`config.mk`:
```
export PLATFORM = sky130hd
export DESIGN_NAME = write_back_scoreboard_flat
export DESIGN_NICKNAME = d
export VERILOG_FILES = /design/src/rtl/write_back_pkg.sv /design/src/rtl/write_back_scoreboard_if.sv /design/src/rtl/write_back_track_fifo.sv /design/src/rtl/write_back_scoreboard.sv /design/src/flat_wrapper.sv
export SDC_FILE = /design/constraint.sdc
export NUM_CORES = 1
export LEC_CHECK = 0
export CAP_MARGIN = 10
export CORE_MARGIN = 1
export CORE_UTILIZATION = 30
export DETAILED_ROUTE_END_ITERATION = 8
export SLEW_MARGIN = 20
export SYNTH_ARGS = -nofsm -noshare
export SYNTH_HDL_FRONTEND = slang
export SYNTH_SLANG_ARGS = --single-unit
export TNS_END_PERCENT = 30
```
`constraint.sdc`:
```
create_clock -name clk -period 3.9 [get_ports clk]
set_input_delay 0.39 -clock clk [delete_from_list [all_inputs] [get_ports clk]]
set_output_delay 0.39 -clock clk [all_outputs]
set_load 0.01 [all_outputs]
```
`src/rtl/write_back_pkg.sv`:
```
// rtl/write_back_pkg.sv - shared types, opcodes and decode helpers for the write-back scoreboard
package write_back_pkg;

    localparam logic [6:0] OPCODE_LOAD   = 7'b0000011;
    localparam logic [6:0] OPCODE_OP_IMM = 7'b0010011;
    localparam logic [6:0] OPCODE_STORE  = 7'b0100011;
    localparam logic [6:0] OPCODE_OP     = 7'b0110011;
    localparam logic [6:0] OPCODE_LUI    = 7'b0110111;
    localparam logic [6:0] OPCODE_BRANCH = 7'b1100011;
    localparam logic [6:0] OPCODE_JALR   = 7'b1100111;
    localparam logic [6:0] OPCODE_JAL    = 7'b1101111;

    // Width of the rd field carried through the tracking FIFO (covers 32 registers).
    localparam int WB_REG_AW = 5;

    typedef enum logic [1:0] {
        WRITE_BACK_SEL_ALU = 2'd0,
        WRITE_BACK_SEL_MEM = 2'd1,
        WRITE_BACK_SEL_PC  = 2'd2
    } write_back_select_t;

    typedef struct packed {
        logic [WB_REG_AW-1:0] rd;
        write_back_select_t   sel;
        logic                 we;
    } wb_track_entry_t;

    function automatic write_back_select_t wb_decode_sel(input logic [6:0] opcode);
        write_back_select_t sel;
        case (opcode)
            OPCODE_LOAD:             sel = WRITE_BACK_SEL_MEM;
            OPCODE_JAL, OPCODE_JALR: sel = WRITE_BACK_SEL_PC;
            default:                 sel = WRITE_BACK_SEL_ALU;
        endcase
        return sel;
    endfunction

    function automatic logic wb_opcode_writes(input logic [6:0] opcode);
        return (opcode != OPCODE_STORE) && (opcode != OPCODE_BRANCH);
    endfunction

endpackage

```
`src/rtl/write_back_scoreboard_if.sv`:
```
// rtl/write_back_scoreboard_if.sv - decode, completion and register-file port bundle
// Forward outputs exist only when WRITE_BACK_BYPASS_EN is defined.
interface write_back_scoreboard_if #(
    parameter int XLEN     = 32,
    parameter int NUM_REGS = 32,
    parameter int DEPTH    = 4
);
    import write_back_pkg::*;

    localparam int REG_AW = $clog2(NUM_REGS);
    localparam int CW     = $clog2(DEPTH) + 1;

    logic              dec_valid;
    logic              dec_ready;
    logic [6:0]        dec_opcode;
    logic [REG_AW-1:0] dec_rd;
    logic [REG_AW-1:0] dec_rs1;
    logic [REG_AW-1:0] dec_rs2;

    logic              cmp_valid;
    logic [XLEN-1:0]   cmp_alu;
    logic [XLEN-1:0]   cmp_mem;
    logic [XLEN-1:0]   cmp_pc4;

    logic              rf_we;
    logic [REG_AW-1:0] rf_addr;
    logic [XLEN-1:0]   rf_wdata;
    write_back_select_t rf_sel;

    logic [CW-1:0]     inflight;
    logic              err_underflow;
`ifdef WRITE_BACK_BYPASS_EN
    logic              fwd_rs1;
    logic              fwd_rs2;
`endif

    modport master (
        output dec_valid, dec_opcode, dec_rd, dec_rs1, dec_rs2,
        output cmp_valid, cmp_alu, cmp_mem, cmp_pc4,
`ifdef WRITE_BACK_BYPASS_EN
        input  fwd_rs1, fwd_rs2,
`endif
        input  dec_ready, rf_we, rf_addr, rf_wdata, rf_sel, inflight, err_underflow
    );

    modport slave (
        input  dec_valid, dec_opcode, dec_rd, dec_rs1, dec_rs2,
        input  cmp_valid, cmp_alu, cmp_mem, cmp_pc4,
`ifdef WRITE_BACK_BYPASS_EN
        output fwd_rs1, fwd_rs2,
`endif
        output dec_ready, rf_we, rf_addr, rf_wdata, rf_sel, inflight, err_underflow
    );

endinterface

```
`src/rtl/write_back_track_fifo.sv`:
```
// rtl/write_back_track_fifo.sv - synchronous FIFO with wrap-bit pointers, full/empty/count
module write_back_track_fifo #(
    parameter int WIDTH = 8,
    parameter int DEPTH = 4,
    localparam int AW   = $clog2(DEPTH)
) (
    input  logic             clk,
    input  logic             reset,
    input  logic             push,
    input  logic [WIDTH-1:0] push_data,
    input  logic             pop,
    output logic [WIDTH-1:0] pop_data,
    output logic             full,
    output logic             empty,
    output logic [AW:0]      count
);

    logic [WIDTH-1:0] mem [DEPTH];
    logic [AW:0]      wr_ptr;
    logic [AW:0]      rd_ptr;
    logic             do_push;
    logic             do_pop;

    // Same index with differing wrap bit means the writer lapped the reader.
    assign full     = (wr_ptr[AW] != rd_ptr[AW]) && (wr_ptr[AW-1:0] == rd_ptr[AW-1:0]);
    assign empty    = (wr_ptr == rd_ptr);
    assign count    = wr_ptr - rd_ptr;
    assign pop_data = mem[rd_ptr[AW-1:0]];
    assign do_push  = push && !full;
    assign do_pop   = pop && !empty;

    always_ff @(posedge clk) begin
        if (do_push) begin
            mem[wr_ptr[AW-1:0]] <= push_data;
        end
    end

    always_ff @(posedge clk) begin
        if (reset) begin
            wr_ptr <= '0;
            rd_ptr <= '0;
        end else begin
            if (do_push) begin
                wr_ptr <= wr_ptr + 1'b1;
            end
            if (do_pop) begin
                rd_ptr <= rd_ptr + 1'b1;
            end
        end
    end

endmodule

```
`src/rtl/write_back_scoreboard.sv`:
```
// rtl/write_back_scoreboard.sv - in-order write-back tracker with busy scoreboard and registered RF port
// Optional: WRITE_BACK_BYPASS_EN lets decode read/overwrite the register being committed this cycle.
module write_back_scoreboard
    import write_back_pkg::*;
#(
    parameter int XLEN     = 32,
    parameter int NUM_REGS = 32,
    parameter int DEPTH    = 4
) (
    input  logic clk,
    input  logic reset,
    write_back_scoreboard_if.slave bus
);

    localparam int REG_AW = $clog2(NUM_REGS);
    localparam int CW     = $clog2(DEPTH) + 1;
    localparam int EW     = $bits(wb_track_entry_t);

    logic [NUM_REGS-1:0] busy;
    logic [NUM_REGS-1:0] busy_nxt;

    logic               dec_we;
    write_back_select_t dec_sel;
    logic               hz;
    logic               dec_ready;
    logic               accept;
    logic               pop;

    logic               fifo_full;
    logic               fifo_empty;
    logic [CW-1:0]      fifo_count;
    logic [EW-1:0]      fifo_head;
    wb_track_entry_t    push_entry;
    wb_track_entry_t    head;
    logic [XLEN-1:0]    head_wdata;

    logic               rf_we_q;
    logic [REG_AW-1:0]  rf_addr_q;
    logic [XLEN-1:0]    rf_wdata_q;
    write_back_select_t rf_sel_q;
    logic               err_q;

    assign dec_sel = wb_decode_sel(bus.dec_opcode);
    assign dec_we  = wb_opcode_writes(bus.dec_opcode) && (bus.dec_rd != '0);

`ifdef WRITE_BACK_BYPASS_EN
    logic byp_rs1;
    logic byp_rs2;
    logic byp_rd;

    // The register committing this cycle holds its final value on rf_wdata.
    assign byp_rs1 = rf_we_q && (rf_addr_q == bus.dec_rs1);
    assign byp_rs2 = rf_we_q && (rf_addr_q == bus.dec_rs2);
    assign byp_rd  = rf_we_q && (rf_addr_q == bus.dec_rd);

    assign hz = (busy[bus.dec_rs1] && !byp_rs1)
             || (busy[bus.dec_rs2] && !byp_rs2)
             || (dec_we && busy[bus.dec_rd] && !byp_rd);

    assign bus.fwd_rs1 = byp_rs1;
    assign bus.fwd_rs2 = byp_rs2;
`else
    assign hz = busy[bus.dec_rs1] || busy[bus.dec_rs2] || (dec_we && busy[bus.dec_rd]);
`endif

    assign dec_ready = !reset && !fifo_full && !hz;
    assign accept    = bus.dec_valid && dec_ready;
    assign pop       = bus.cmp_valid && !fifo_empty;

    assign push_entry = '{rd: WB_REG_AW'(bus.dec_rd), sel: dec_sel, we: dec_we};
    assign head       = wb_track_entry_t'(fifo_head);

    write_back_track_fifo #(
        .WIDTH (EW),
        .DEPTH (DEPTH)
    ) u_track_fifo (
        .clk       (clk),
        .reset     (reset),
        .push      (accept),
        .push_data (push_entry),
        .pop       (pop),
        .pop_data  (fifo_head),
        .full      (fifo_full),
        .empty     (fifo_empty),
        .count     (fifo_count)
    );

    always_comb begin
        head_wdata = bus.cmp_alu;
        case (head.sel)
            WRITE_BACK_SEL_MEM: head_wdata = bus.cmp_mem;
            WRITE_BACK_SEL_PC:  head_wdata = bus.cmp_pc4;
            default:            head_wdata = bus.cmp_alu;
        endcase
    end

    // Clear on commit, then set on accept so a same-cycle re-claim keeps the bit.
    always_comb begin
        busy_nxt = busy;
        if (rf_we_q) begin
            busy_nxt[rf_addr_q] = 1'b0;
        end
        if (accept && dec_we) begin
            busy_nxt[bus.dec_rd] = 1'b1;
        end
        busy_nxt[0] = 1'b0;
    end

    always_ff @(posedge clk) begin
        if (reset) begin
            busy <= '0;
        end else begin
            busy <= busy_nxt;
        end
    end

    always_ff @(posedge clk) begin
        if (reset) begin
            rf_we_q    <= 1'b0;
            rf_addr_q  <= '0;
            rf_wdata_q <= '0;
            rf_sel_q   <= WRITE_BACK_SEL_ALU;
            err_q      <= 1'b0;
        end else begin
            rf_we_q <= pop && head.we;
            if (pop) begin
                rf_addr_q  <= REG_AW'(head.rd);
                rf_sel_q   <= head.sel;
                rf_wdata_q <= head_wdata;
            end
            if (bus.cmp_valid && fifo_empty) begin
                err_q <= 1'b1;
            end
        end
    end

    assign bus.dec_ready     = dec_ready;
    assign bus.rf_we         = rf_we_q;
    assign bus.rf_addr       = rf_addr_q;
    assign bus.rf_wdata      = rf_wdata_q;
    assign bus.rf_sel        = rf_sel_q;
    assign bus.inflight      = fifo_count;
    assign bus.err_underflow = err_q;

endmodule

```
`src/flat_wrapper.sv`:
```
// flat-port wrapper written by rule: the top's interface ports become plain ports
module write_back_scoreboard_flat import write_back_pkg::*;
#(
    parameter int XLEN     = 32,
    parameter int NUM_REGS = 32,
    parameter int DEPTH    = 4
)
  (clk, reset, bus_dec_valid, bus_dec_opcode, bus_dec_rd, bus_dec_rs1, bus_dec_rs2, bus_cmp_valid, bus_cmp_alu, bus_cmp_mem, bus_cmp_pc4, bus_dec_ready, bus_rf_we, bus_rf_addr, bus_rf_wdata, bus_rf_sel, bus_inflight, bus_err_underflow);
  write_back_scoreboard_if #(.XLEN(XLEN), .NUM_REGS(NUM_REGS), .DEPTH(DEPTH)) bus_i ();
  input  logic clk;
  input  logic reset;
  input wire logic [$bits(bus_i.dec_valid)-1:0] bus_dec_valid;
  input wire logic [$bits(bus_i.dec_opcode)-1:0] bus_dec_opcode;
  input wire logic [$bits(bus_i.dec_rd)-1:0] bus_dec_rd;
  input wire logic [$bits(bus_i.dec_rs1)-1:0] bus_dec_rs1;
  input wire logic [$bits(bus_i.dec_rs2)-1:0] bus_dec_rs2;
  input wire logic [$bits(bus_i.cmp_valid)-1:0] bus_cmp_valid;
  input wire logic [$bits(bus_i.cmp_alu)-1:0] bus_cmp_alu;
  input wire logic [$bits(bus_i.cmp_mem)-1:0] bus_cmp_mem;
  input wire logic [$bits(bus_i.cmp_pc4)-1:0] bus_cmp_pc4;
  output wire logic [$bits(bus_i.dec_ready)-1:0] bus_dec_ready;
  output wire logic [$bits(bus_i.rf_we)-1:0] bus_rf_we;
  output wire logic [$bits(bus_i.rf_addr)-1:0] bus_rf_addr;
  output wire logic [$bits(bus_i.rf_wdata)-1:0] bus_rf_wdata;
  output wire logic [$bits(bus_i.rf_sel)-1:0] bus_rf_sel;
  output wire logic [$bits(bus_i.inflight)-1:0] bus_inflight;
  output wire logic [$bits(bus_i.err_underflow)-1:0] bus_err_underflow;
  assign bus_i.dec_valid = bus_dec_valid;
  assign bus_i.dec_opcode = bus_dec_opcode;
  assign bus_i.dec_rd = bus_dec_rd;
  assign bus_i.dec_rs1 = bus_dec_rs1;
  assign bus_i.dec_rs2 = bus_dec_rs2;
  assign bus_i.cmp_valid = bus_cmp_valid;
  assign bus_i.cmp_alu = bus_cmp_alu;
  assign bus_i.cmp_mem = bus_cmp_mem;
  assign bus_i.cmp_pc4 = bus_cmp_pc4;
  assign bus_dec_ready = bus_i.dec_ready;
  assign bus_rf_we = bus_i.rf_we;
  assign bus_rf_addr = bus_i.rf_addr;
  assign bus_rf_wdata = bus_i.rf_wdata;
  assign bus_rf_sel = bus_i.rf_sel;
  assign bus_inflight = bus_i.inflight;
  assign bus_err_underflow = bus_i.err_underflow;
  write_back_scoreboard #(.XLEN(XLEN), .NUM_REGS(NUM_REGS), .DEPTH(DEPTH)) u_core (.clk(clk), .reset(reset), .bus(bus_i));
endmodule
```
==> results.txt <==
The pin count of the biggest net entering global routing came out at 84. The worst slew margin relative to its limit came out at 29.0%. Global routing consumed, on the met3 layer, ~4.6% of the routing resources. The worst voltage drop across the vdd grid is 250 µV. The post-layout instance count excluding filler cells came out at 1,086. The global routing stage identified its most utilized layer as met2. The pin slew with the least headroom to its limit is 1070 ps. The final period demand of the worst path came out at about 3700 ps.

Global routing consumed, on the met2 layer, 31.3% of the routing resources. In this run the static leakage power is 3.00 nW. The root buffer cell chosen for the clock tree is sky130_fd_sc_hd__clkbuf_16. The number of synthesized register bits came out at between 100 and 150. Setup repair after global routing left no endpoint under its margin. The number of DRC violations after detailed routing came out at 0. The final max-slew violation count came out at 0. The highest net fanout along the worst path is 10. In this run the worst hold path is classified as flop to flop. The die covers between 20,000 and 25,000 µm². The top cell type by area accounts for about a quarter of the synthesized area. The routed wirelength normalized by instance count came out at 18.3 µm. Row generation in the floorplan step produced 52 rows.

The total clock buffers created by CTS came out at 9. The peak per-stage delay on the critical path came out at about 690 ps. The worst slack at placement is 195 ps.

The part of the total power dissipated in sequential elements came out at 40.7%. The sequential cell area is 2560 µm². The starting density of the core came out at 30.8%. The CTS sink count came out at roughly 110.

During synthesis, Yosys emitted a total of 0 warnings. The critical path goes through clkdlybuf4s50_1 > buf_4 > mux2i_1 > a22o_1 > o311ai_0 > or4_4 > nor3_1 > buf_4 > clkdlybuf4s50_1. The number of enable-type register cells in the synthesized netlist came out at 32. The tightest hold path in the finished design has a slack of roughly 460 ps.

The flow ran to the end, and the final reports show no timing, DRC or antenna violations. After the first detailed-routing iteration, the DRC count stood at 390. The height of the die is about 150 µm. The number of maximum-capacitance violations came out at 0. TritonCTS built the clock tree. The critical path endpoint category is an output port. The proportion of layout cells with a drive suffix above 1 is about an eighth.

The number of inserted filler cells in the final layout came out at ~2,000. The synthesized instance count is 662. After synthesis, the mean cell area works out to roughly 9.4 µm². The number of global-route vias before repair is 5,461. For this design the top-level I/O count stands at 167.

In the final layout, the multi-input gates occupy between 3000 and 4000 µm². The switching portion of total power came out at between 30% and 40%. The data arrival time of the critical path came out at about 3300 ps. The core region is 20,300 µm². The all-layer global routing usage is 18.4%. The number of buffers and inverters on the critical path is 4.

Setup violations remaining at the end of the flow were counted as 0. The number of distinct library cells after synthesis came out at 51. Adding up every negative setup slack in the final design gives 0 ps. Across all layers, the routed design uses approximately 5,700 vias. The hold violation total from the final report is 0. CTS built an H-tree with a depth of 3. The total global routing overflow came out at 0.

STA classifies the critical path startpoint as an input port. The power spent charging and discharging nets came out at 1.13 mW. The final RePlAce weighted congestion is between 0.8 and 0.9. After clock tree synthesis, the flow added hold-fix buffers numbering 0.

The met1 demand-to-capacity share in global routing came out at a little under a quarter. The die width is 146 µm. The final worst-path cycle share came out at 95.5%.

Relative to the synthesized area, the layout overhead comes to 35.8%. The critical path class is input port to output port. The slowest stage of the critical path belongs to the cell sky130_fd_sc_hd__clkdlybuf4s50_1. Summing every instance area after synthesis gives approximately 6200 µm². Sorting the synthesized cells by area gives the leading types as sky130_fd_sc_hd__dfxtp_1 26%, sky130_fd_sc_hd__edfxtp_1 15%, sky130_fd_sc_hd__nand2_1 8.2%. The power density over the cells came out at slightly below 400 nW/µm².

The number of nets with antenna violations after detailed routing came out at 0. In the routed layout, each cell is associated on average with a via count of between 5 and 6. The number of iterations in the first detailed-routing pass came out at 5. The clock transition at the registers of the reported paths came out at 70 ps. The share of total power dissipated in combinational logic is 33.0%.

The post-CTS setup-driven buffer insertion count is 0. The number of antenna diodes came out at 0. In the synthesized netlist the dominant register cell turns out to be sky130_fd_sc_hd__dfxtp_1. In this run, post-CTS repair resized a total of 0 instances. The critical path's top delay family is buffers and inverters.

Clock latency on the worst-skew pair, taken at its later pin, is between 300 and 400 ps. Including well taps, the total number of placed cells is ~1,100. The worst-case setup margin in the final layout is roughly 180 ps.

The routed wire length is slightly below 20 mm. The endpoint required time on the critical path is around 3500 ps. Counting every net in the synthesized netlist gives just under 800.

The net total in the final layout came out at 943. In this run the tool buffered the top-level ports with approximately 170 buffer cells. The worst clock skew on the final layout is around 11 ps. The clock passes through at most 2 buffers. The share of flip-flops with an asynchronous set or reset after synthesis came out at 0%. Detailed placement ended at an HPWL of 14.5 mm. The cell taking the most area after synthesis is sky130_fd_sc_hd__dfxtp_1. Overall power consumption after layout is estimated at between 3 and 4 mW. The clock group share of total power is 26.2%.

The first-pass GRT wire length is 30.7 mm. The initial antenna violation count is 0. The total internal power is ~2.2 mW. The proportion of synthesized chip area in sequential cells came out at 41.0%. The upper clock frequency limit came out at 269 MHz.
==> final cells by class <==
type | instances | area share [%]
Multi-Input combinational cell | 483 | 40.2
Inverter | 11 | 0.486
Sequential cell | 112 | 30.2
Timing Repair Buffer | 194 | 22.0
Clock inverter | 5 | 0.442
Tap cell | 270 | 3.98
Clock buffer | 11 | 2.76
==> worst register-to-register path: stages (launching register included) <==
cell	delay (ps)
sky130_fd_sc_hd__dfxtp_1	400
sky130_fd_sc_hd__inv_1	110
sky130_fd_sc_hd__ha_1	360
sky130_fd_sc_hd__a31oi_1	230
sky130_fd_sc_hd__o311ai_0	200
sky130_fd_sc_hd__or4_4	580
sky130_fd_sc_hd__or4b_1	560
sky130_fd_sc_hd__buf_4	230
sky130_fd_sc_hd__o41ai_1	360
==> Yosys cell counts, drive strengths merged, types with 2 or more instances <==
master,instances
a31oi,3
nor2b,24
nor4,3
or3b,4
o21ai,58
nand2,137
a21oi,43
clkbuf,43
nor2,14
o311a,2
o22ai,3
a22oi,35
mux2,5
nor3,3
o311ai,3
nand4,3
inv,11
o41ai,23
mux4,22
buf,13
edfxtp,32
ha,9
mux2i,16
nand3b,22
or2,4
dfxtp,80
and3,6
nand3,12
xor2,4
nor3b,6
nand2b,6
==> registers in the layout, indices dropped and copies added, names as in the netlist, named ones only <==
signal                      count
u_core.bus.rf_sel               2
u_core.u_track_fifo.wr_ptr      3
u_core.busy                    31
u_core.bus.rf_addr              5
u_core.bus.rf_we                1
u_core.u_track_fifo.rd_ptr      3
u_core.u_track_fifo.mem        32
u_core.bus.err_underflow        1
u_core.bus.rf_wdata            32
==> metrics by stage <==
step / cell area, µm² / utilization [%]
after floorplan: 6250 / -
after global placement: 8220 / 40.5
after detailed placement: 8220 / 40.5
after CTS: 8490 / 41.8
after global routing: 8490 / 41.8
final: 8490 / 41.8
==> power by group through the flow <==
stage / logic (mW) / clock network (mW) / registers, mW
floorplan: 0.624 / 0 / 1.38
global placement: 1.11 / 0 / 1.39
detailed placement: 1.12 / 0 / 1.39
CTS: 1.12 / 0.899 / 1.36
global route: 1.23 / 0.947 / 1.38
finish: 1.10 / 0.879 / 1.36
==> worst paths after layout <==
path / from / end / slack (ps) / cells after the start
max: bus_dec_rs1[1] / bus_dec_ready / 180 / 9
min reg2reg: u_core.bus.rf_wdata[2] / u_core.bus.rf_wdata[2] / 460 / 2
min: u_core.bus.rf_wdata[2] / u_core.bus.rf_wdata[2] / 460 / 2
max reg2reg: u_core.u_track_fifo.wr_ptr[0] / u_core.busy[5] / 760 / 8
==> cells in the final DEF, fill, tap and decap left out, types with 4 or more instances in the layout <==
master and n:
sky130_fd_sc_hd__ha_1 9, sky130_fd_sc_hd__o41ai_2 21, sky130_fd_sc_hd__nor2_1 14, sky130_fd_sc_hd__clkbuf_16 9
sky130_fd_sc_hd__mux2i_1 16, sky130_fd_sc_hd__edfxtp_1 32, sky130_fd_sc_hd__o21ai_0 57, sky130_fd_sc_hd__and3_1 6
sky130_fd_sc_hd__mux4_2 19, sky130_fd_sc_hd__or3b_2 4, sky130_fd_sc_hd__dfxtp_1 80, sky130_fd_sc_hd__nor2b_1 23
sky130_fd_sc_hd__nand3b_1 22, sky130_fd_sc_hd__inv_1 10, sky130_fd_sc_hd__buf_4 28, sky130_fd_sc_hd__a21oi_1 43
sky130_fd_sc_hd__or2_2 4, sky130_fd_sc_hd__clkdlybuf4s50_1 165, sky130_fd_sc_hd__nand2b_1 6, sky130_fd_sc_hd__xor2_1 4
sky130_fd_sc_hd__nor3b_1 6, sky130_fd_sc_hd__nand2_1 137, sky130_fd_sc_hd__mux2_2 5, sky130_fd_sc_hd__nand3_1 12
sky130_fd_sc_hd__a22oi_1 35
==> metal layers <==
layer	share of wire, %	vias to the layer above
li1	-	2725
met1	42	2676
met2	47	247
met3	8.4	36
met4	2.6	0
met5	0	-
==> cell families (layout without fill, tap and decap cells) <==
| kind of cell | Yosys count | in the layout | synth area share, % |
|---|---|---|---|
| AND/OR/NAND/NOR | 250 | 250 | 19.7 |
| AO/OA/AOI/OAI | 176 | 176 | 20.2 |
| flip-flops | 112 | 112 | 41.0 |
| buffers and inverters | 67 | 221 | 4.85 |
| multiplexers | 43 | 43 | 11.6 |
| adder cells (fa/ha/maj) | 10 | 10 | 2.12 |
| XOR/XNOR | 4 | 4 | 0.561 |
No activity file was read; power rests on OpenSTA's default activity.
